**config.mk**
```make
export PLATFORM = sky130hd
export DESIGN_NAME = spi_periph_flat
export DESIGN_NICKNAME = d
export VERILOG_FILES = /design/src/rtl/spi_periph_if.sv /design/src/rtl/spi_periph.sv /design/src/flat_wrapper.sv
export SDC_FILE = /design/constraint.sdc
export NUM_CORES = 1
export LEC_CHECK = 0
export ABC_AREA = 0
export ABC_CLOCK_PERIOD_IN_PS = 3370
export CAP_MARGIN = 20
export CORE_MARGIN = 2
export CORE_UTILIZATION = 60
export CTS_CLUSTER_SIZE = 25
export DETAILED_ROUTE_END_ITERATION = 6
export PLACE_DENSITY = 0.84
export SKIP_LAST_GASP = 1
export SLEW_MARGIN = 10
export SYNTH_ARGS = -nofsm -noshare
export SYNTH_HDL_FRONTEND = slang
export SYNTH_SLANG_ARGS = --single-unit
```
**constraint.sdc**
```tcl
create_clock -name clk -period 3.37 [get_ports clk]
set_input_delay 0.5055 -clock clk [delete_from_list [all_inputs] [get_ports clk]]
set_output_delay 0.5055 -clock clk [all_outputs]
set_load 0.02 [all_outputs]
```
**src/rtl/spi_periph_if.sv**
```systemverilog
// CPU-side bus of the SPI master peripheral.
//
// Bus protocol: there is no valid/ready pair. cs is a single-cycle strobe.
// A write happens on every clk edge where cs & we, and it is always
// accepted. A read happens on every clk edge where cs & !we; dout holds
// reg[rs] from the following cycle. irq is a level, valid whenever sampled.
interface spi_periph_if;
  logic       cs;
  logic       we;
  logic [1:0] rs;
  logic [7:0] din;
  logic [7:0] dout;
  logic       irq;

  modport master (output cs, we, rs, din, input dout, irq);
  modport slave  (input cs, we, rs, din, output dout, irq);
endinterface

```
**src/rtl/spi_periph.sv**
```systemverilog
// Byte-wide SPI master (mode 0, MSB first) on the 6502 bus.
// Registers: 0 DATA, 1 STAT {BUSY, DONE, 5'b0, IE}, 2 DIV, 3 SS.
// The SCK half-period is DIV+1 clk cycles. A transfer takes 16*(DIV+1) cycles.
module spi_periph #(
  parameter logic [7:0] DIV_INIT = 8'd3
) (
  input  logic         clk,
  input  logic         reset,      // asynchronous, active low
  spi_periph_if.slave  bus,
  output logic         spi_sck,
  output logic         spi_mosi,
  input  logic         spi_miso,
  output logic         spi_ss_n,
  output logic [1:0]   fsm_state   // debug view: 0 IDLE, 1 LOW, 2 HIGH
);

  typedef enum logic [1:0] {
    ST_IDLE = 2'd0,
    ST_LOW  = 2'd1,
    ST_HIGH = 2'd2
  } state_t;

  state_t     state_q, state_d;
  logic [7:0] div_q;     // software-visible divider
  logic [7:0] div_w;     // working copy, latched at transfer start
  logic [7:0] cnt_q;     // half-period counter
  logic [2:0] bit_q;     // bits completed in this transfer
  logic [7:0] sh_q;      // shift register: tx out of the top, rx into the bottom
  logic [7:0] rx_q;      // last received byte
  logic       mosi_q;
  logic       done_q;
  logic       ie_q;
  logic       ss_q;
  logic [7:0] dout_q;

  logic       wr, rd;
  logic       start;
  logic       half_end;
  logic       last_bit;
  logic       done_set;
  logic       done_clr;
  logic       busy;
  logic       sck_c;

  assign wr       = bus.cs & bus.we;
  assign rd       = bus.cs & ~bus.we;
  // A DATA write while busy is dropped here, so it never disturbs a transfer.
  assign start    = wr && (bus.rs == 2'd0) && (state_q == ST_IDLE);
  assign half_end = (cnt_q == div_w);
  assign last_bit = (bit_q == 3'd7);
  assign done_set = (state_q == ST_HIGH) && half_end && last_bit;
  assign done_clr = (rd && (bus.rs == 2'd0)) ||
                    (wr && (bus.rs == 2'd1) && bus.din[6]);

  // State register.
  always_ff @(posedge clk or negedge reset) begin
    if (!reset) state_q <= ST_IDLE;
    else        state_q <= state_d;
  end

  // Next-state logic: each SCK phase lasts div_w+1 cycles.
  always_comb begin
    state_d = state_q;
    case (state_q)
      ST_IDLE: if (start)    state_d = ST_LOW;
      ST_LOW:  if (half_end) state_d = ST_HIGH;
      ST_HIGH: if (half_end) state_d = last_bit ? ST_IDLE : ST_LOW;
      default:               state_d = ST_IDLE;
    endcase
  end

  // Output decode: SCK and BUSY come straight from the state register.
  always_comb begin
    sck_c = 1'b0;
    busy  = 1'b0;
    case (state_q)
      ST_LOW:  busy = 1'b1;
      ST_HIGH: begin
        busy  = 1'b1;
        sck_c = 1'b1;
      end
      default: begin
        sck_c = 1'b0;
        busy  = 1'b0;
      end
    endcase
  end

  // Shift datapath. MISO enters the bottom on the edge that raises SCK.
  // The next MSB then sits in sh_q[7] and goes onto MOSI when SCK falls.
  always_ff @(posedge clk or negedge reset) begin
    if (!reset) begin
      sh_q   <= 8'h00;
      div_w  <= 8'h00;
      cnt_q  <= 8'h00;
      bit_q  <= 3'd0;
      mosi_q <= 1'b0;
      rx_q   <= 8'h00;
    end else if (start) begin
      sh_q   <= bus.din;
      mosi_q <= bus.din[7];
      div_w  <= div_q;
      cnt_q  <= 8'h00;
      bit_q  <= 3'd0;
    end else if (state_q == ST_LOW) begin
      if (half_end) begin
        cnt_q <= 8'h00;
        sh_q  <= {sh_q[6:0], spi_miso};
      end else begin
        cnt_q <= cnt_q + 8'd1;
      end
    end else if (state_q == ST_HIGH) begin
      if (half_end) begin
        cnt_q <= 8'h00;
        bit_q <= bit_q + 3'd1;
        if (last_bit) rx_q   <= sh_q;
        else          mosi_q <= sh_q[7];
      end else begin
        cnt_q <= cnt_q + 8'd1;
      end
    end
  end

  // Software registers. When DONE is set and cleared on the same edge, the set wins.
  always_ff @(posedge clk or negedge reset) begin
    if (!reset) begin
      div_q  <= DIV_INIT;
      ie_q   <= 1'b0;
      ss_q   <= 1'b0;
      done_q <= 1'b0;
    end else begin
      if (wr && (bus.rs == 2'd1)) ie_q  <= bus.din[0];
      if (wr && (bus.rs == 2'd2)) div_q <= bus.din;
      if (wr && (bus.rs == 2'd3)) ss_q  <= bus.din[0];
      if (done_set)      done_q <= 1'b1;
      else if (done_clr) done_q <= 1'b0;
    end
  end

  // Registered read mux. Writes never touch dout.
  always_ff @(posedge clk or negedge reset) begin
    if (!reset) begin
      dout_q <= 8'h00;
    end else if (rd) begin
      case (bus.rs)
        2'd0:    dout_q <= rx_q;
        2'd1:    dout_q <= {busy, done_q, 5'b00000, ie_q};
        2'd2:    dout_q <= div_q;
        default: dout_q <= {7'b0000000, ss_q};
      endcase
    end
  end

  assign spi_sck   = sck_c;
  assign spi_mosi  = mosi_q;
  assign spi_ss_n  = ~ss_q;
  assign bus.dout  = dout_q;
  assign bus.irq   = done_q & ie_q;
  assign fsm_state = state_q;

endmodule

```
**src/flat_wrapper.sv**
```systemverilog
// flat-port wrapper written by rule: the top's interface ports become plain ports
module spi_periph_flat 
#(
  parameter logic [7:0] DIV_INIT = 8'd3
)
  (clk, reset, spi_sck, spi_mosi, spi_miso, spi_ss_n, fsm_state, bus_cs, bus_we, bus_rs, bus_din, bus_dout, bus_irq);
  spi_periph_if bus_i ();
  input  logic clk;
  input  logic reset;
  output logic spi_sck;
  output logic spi_mosi;
  input  logic spi_miso;
  output logic spi_ss_n;
  output logic [1:0] fsm_state;
  input wire logic [$bits(bus_i.cs)-1:0] bus_cs;
  input wire logic [$bits(bus_i.we)-1:0] bus_we;
  input wire logic [$bits(bus_i.rs)-1:0] bus_rs;
  input wire logic [$bits(bus_i.din)-1:0] bus_din;
  output wire logic [$bits(bus_i.dout)-1:0] bus_dout;
  output wire logic [$bits(bus_i.irq)-1:0] bus_irq;
  assign bus_i.cs = bus_cs;
  assign bus_i.we = bus_we;
  assign bus_i.rs = bus_rs;
  assign bus_i.din = bus_din;
  assign bus_dout = bus_i.dout;
  assign bus_irq = bus_i.irq;
  spi_periph #(.DIV_INIT(DIV_INIT)) u_core (.clk(clk), .reset(reset), .bus(bus_i), .spi_sck(spi_sck), .spi_mosi(spi_mosi), .spi_miso(spi_miso), .spi_ss_n(spi_ss_n), .fsm_state(fsm_state));
endmodule
```
==> reports/qor.yml <==
synthesis:
  synth_mux_area_share_pct: 14.5
  synth_top_area_share_pct: 49.2
  yosys_warnings: 0
  ys_seq_elements: 57
  synth_nets: 281
  ys.flop_type: "dfrtp_1"
  yosysUniqueCellTypes: 39
  synth_top_family_by_area: "simple AND/OR/NAND/NOR gates"
  ys_top_cells_by_count: "dfrtp_1 (55), nand2_1 (34), o21ai_0 (21)"
  ys_seq_area_share_pct: 51.1
  synthAdderAreaFrac_pct: 3.13
  synth_top_cell_by_area: "dfrtp_1"
  synth-edff-count: 0
  synth-xor-area-share_pct: 2.51
  synthSimpleGateAreaFrac_pct: 17.8
  synth_area_leaders: "dfrtp_1 (49%), mux2_2 (6.8%), mux2i_1 (6.1%)"
  syn_inst: 259
  avgSynthCellArea_um2: 10.8
  syn_area_um2: 2800
  async_flop_share_pct: 100
  synth_compound_gate_area_share_pct: 8.81
  yosysMostFrequentCell: "dfrtp_1"
sta:
  relSlewSlack_pct: 55.5
  hold_violations: 0
  rsz0062_at_grt: "false"
  tightestPinTransition_ns: 0.664
  timing.final.crit_share_pct: 70.6
  final_max_slew_viol_count: 0
  setup_ws_ns: 0.991
  setup_viol: 0
  finalCriticalPeriod_ns: 2.38
  skew_ns: 0.00854
  fin_tns_setup_ns: 0
  max_freq_mhz: 420
worst_setup_path:
  worstSetupPathType: "flip-flop to flip-flop"
  r2r-start: "u_core.cnt_q[3]"
  critical_path.startpoint_type: "flip-flop"
  cp_max_fo: 8
  crit_buf_inv: 0
  path_cells: "xor2_1 -> nor4_4 -> nand3_2 -> nor4b_4 -> mux2_2"
  required_ns: 3.59
  r2r_slack_ns: 0.99
  slowest_delay_ns: 0.61
  cp_top_family: "simple AND/OR/NAND/NOR gates"
  endpoint_kind: "flip-flop"
  reg2reg_to: "u_core.rx_q[4]"
  worst_path_max_delay_cell: "nor4b_4"
  crit_arrival_ns: 2.60
  r2r_cells: 5
clock_network:
  cts_resized: 0
  cts_buffer_depth: 2
  cts_tree: "yes"
  clock-root-buffer: "clkbuf_8"
  htreeDepth: 3
  cts.clk_slew.worst_paths_ns: 0.06
  clock_latency_ns: 0.34
  postCtsHoldBufs: 0
  cts_sinks: 57
  numCtsBuffers: 9
  post_cts_buffers: 0
global_routing:
  grt_overflow: 0
  grt_pass1_vias: 2035
  grt_max_degree: 47
  grt_first_pass_wirelength_um: 9650
  grt_util_all_layers_pct: 24.8
  antenna_found_initial: 0
power_and_ir_drop:
  powerDensity_nw_per_um2: 440
  ir_drop_mv: 0.268
  fin_total_pwr_mw: 1.46
  cellLeakagePower_nw: 1.57
finish:
  final_util_pct: 74.9
  diodes: 0
  fin_nets: 313
  syn_to_final_growth_pct: 18.3
  drive_gt1_share_pct: 15.9
floorplan:
  row_count: 24
  start_util_pct: 63.4
  io_pins: 29
  die_h_um: 72.3
  dieArea_um2: 5220
  die-width_um: 72.3
  core_um2: 4410
route:
  num_vias: 2008
  routed_wirelength_um: 5680
  via_per_inst: 5.77
  drtAntennaViolNets: 0
  wire_per_inst_um: 16.3
  drt-pass1-iter-count: 4
  drc_errors: 0
  drt-initial-drc-count: 88
run:
  drv_cap: 0
placement:
  portBuffers: 28
  dp_slack_ns: 0.725
  routabilityCongestion: 0.797
  dp_hpwl_um: 3860
run_status:
  outcome: "complete, no violations"
hold_path:
  hold_path_class: "input port to asynchronous set/reset pin"
-- metal layers --
| metal | up-vias | routed length (um) | GRT usage, % |
|---|---|---|---|
| li1 | 978 | - | - |
| met1 | 981 | 2630 | 32.6 |
| met2 | 38 | 2720 | 38.1 |
| met3 | 11 | 239 | 7.92 |
| met4 | 0 | 90 | 10.7 |
| met5 | - | 0 | 0 |
-- sequential cells by signal, summed over array words and instances, names as in the netlist --
name              count
u_core.bus.dout       8
u_core.spi_mosi       1
u_core.done_q         1
u_core.rx_q           8
u_core.bit_q          3
u_core.ss_q           1
u_core.div_w          8
u_core.fsm_state      2
u_core.div_q          8
u_core.ie_q           1
u_core.sh_q           8
u_core.cnt_q          8
-- metrics by stage --
step / hold WS [ns] / area, um2 / instances
2_1_floorplan: 0.210 / 2800 / 259
3_3_place_gp: 0.465 / 3120 / 331
3_5_place_dp: 0.470 / 3120 / 331
4_1_cts: 0.373 / 3290 / 347
5_1_grt: 0.0225 / 3310 / 348
6_report: 0.0233 / 3310 / 348
-- worst max path at each step --
stage | start | slack, ns | to | cells after the start
floorplan | u_core.cnt_q[3] | 1.32 | u_core.rx_q[0] | 5
global placement | bus_rs[0] | 0.79 | u_core.bit_q[0] | 4
detailed placement | bus_rs[0] | 0.73 | u_core.bit_q[0] | 4
CTS | u_core.cnt_q[3] | 0.98 | u_core.rx_q[4] | 5
global route | u_core.cnt_q[3] | 0.88 | u_core.rx_q[3] | 5
finish | u_core.cnt_q[3] | 0.99 | u_core.rx_q[4] | 5
-- cells by family (layout without fill, tap and decap cells) --
kind of cell / after synthesis / after routing
AO/OA/AOI/OAI: 44 / 44
XOR/XNOR: 8 / 8
adder cells (fa/ha/maj): 7 / 7
AND/OR/NAND/NOR: 90 / 90
flip-flops: 57 / 57
multiplexers: 37 / 37
buffers and inverters: 16 / 53
-- layout by cell type, fill, tap and decap left out, types with 3 or more instances in the layout --
cell type	synthesis	final
xor2_1	8	8
a21oi_1	14	14
mux2i_1	17	17
buf_4	0	4
nor3_1	7	7
ha_1	7	7
nand3_1	7	7
nand2_1	34	34
and3_1	8	8
nand2b_1	3	3
inv_1	4	4
dfrtp_1	55	55
clkdlybuf4s50_1	0	27
clkbuf_8	0	10
clkinv_2	0	4
o21ai_0	21	21
nor2_1	14	14
mux2_2	17	17
-- worst register-to-register path: stages, from the launching register on --
cell and delay [ns]:
dfrtp_1 0.45, xor2_1 0.21, nor4_4 0.40, nand3_2 0.18, nor4b_4 0.61, mux2_2 0.41
-- final cells by class --
cell class	count	area, um2
clock buffers	12	145
repair buffers	33	325
multi-input cells	186	1310
inverters	4	15.0
clock inverters	4	20.0
well taps	52	65.1
flip-flops and latches	57	1430
fillers	328	1110
-- report_power, final --
part	switching, mW	internal [mW]
combinational	0.0713	0.0781
clock	0.267	0.282
sequential	0.0305	0.728
total	0.368	1.09
Power figures use the tool's default switching activity.
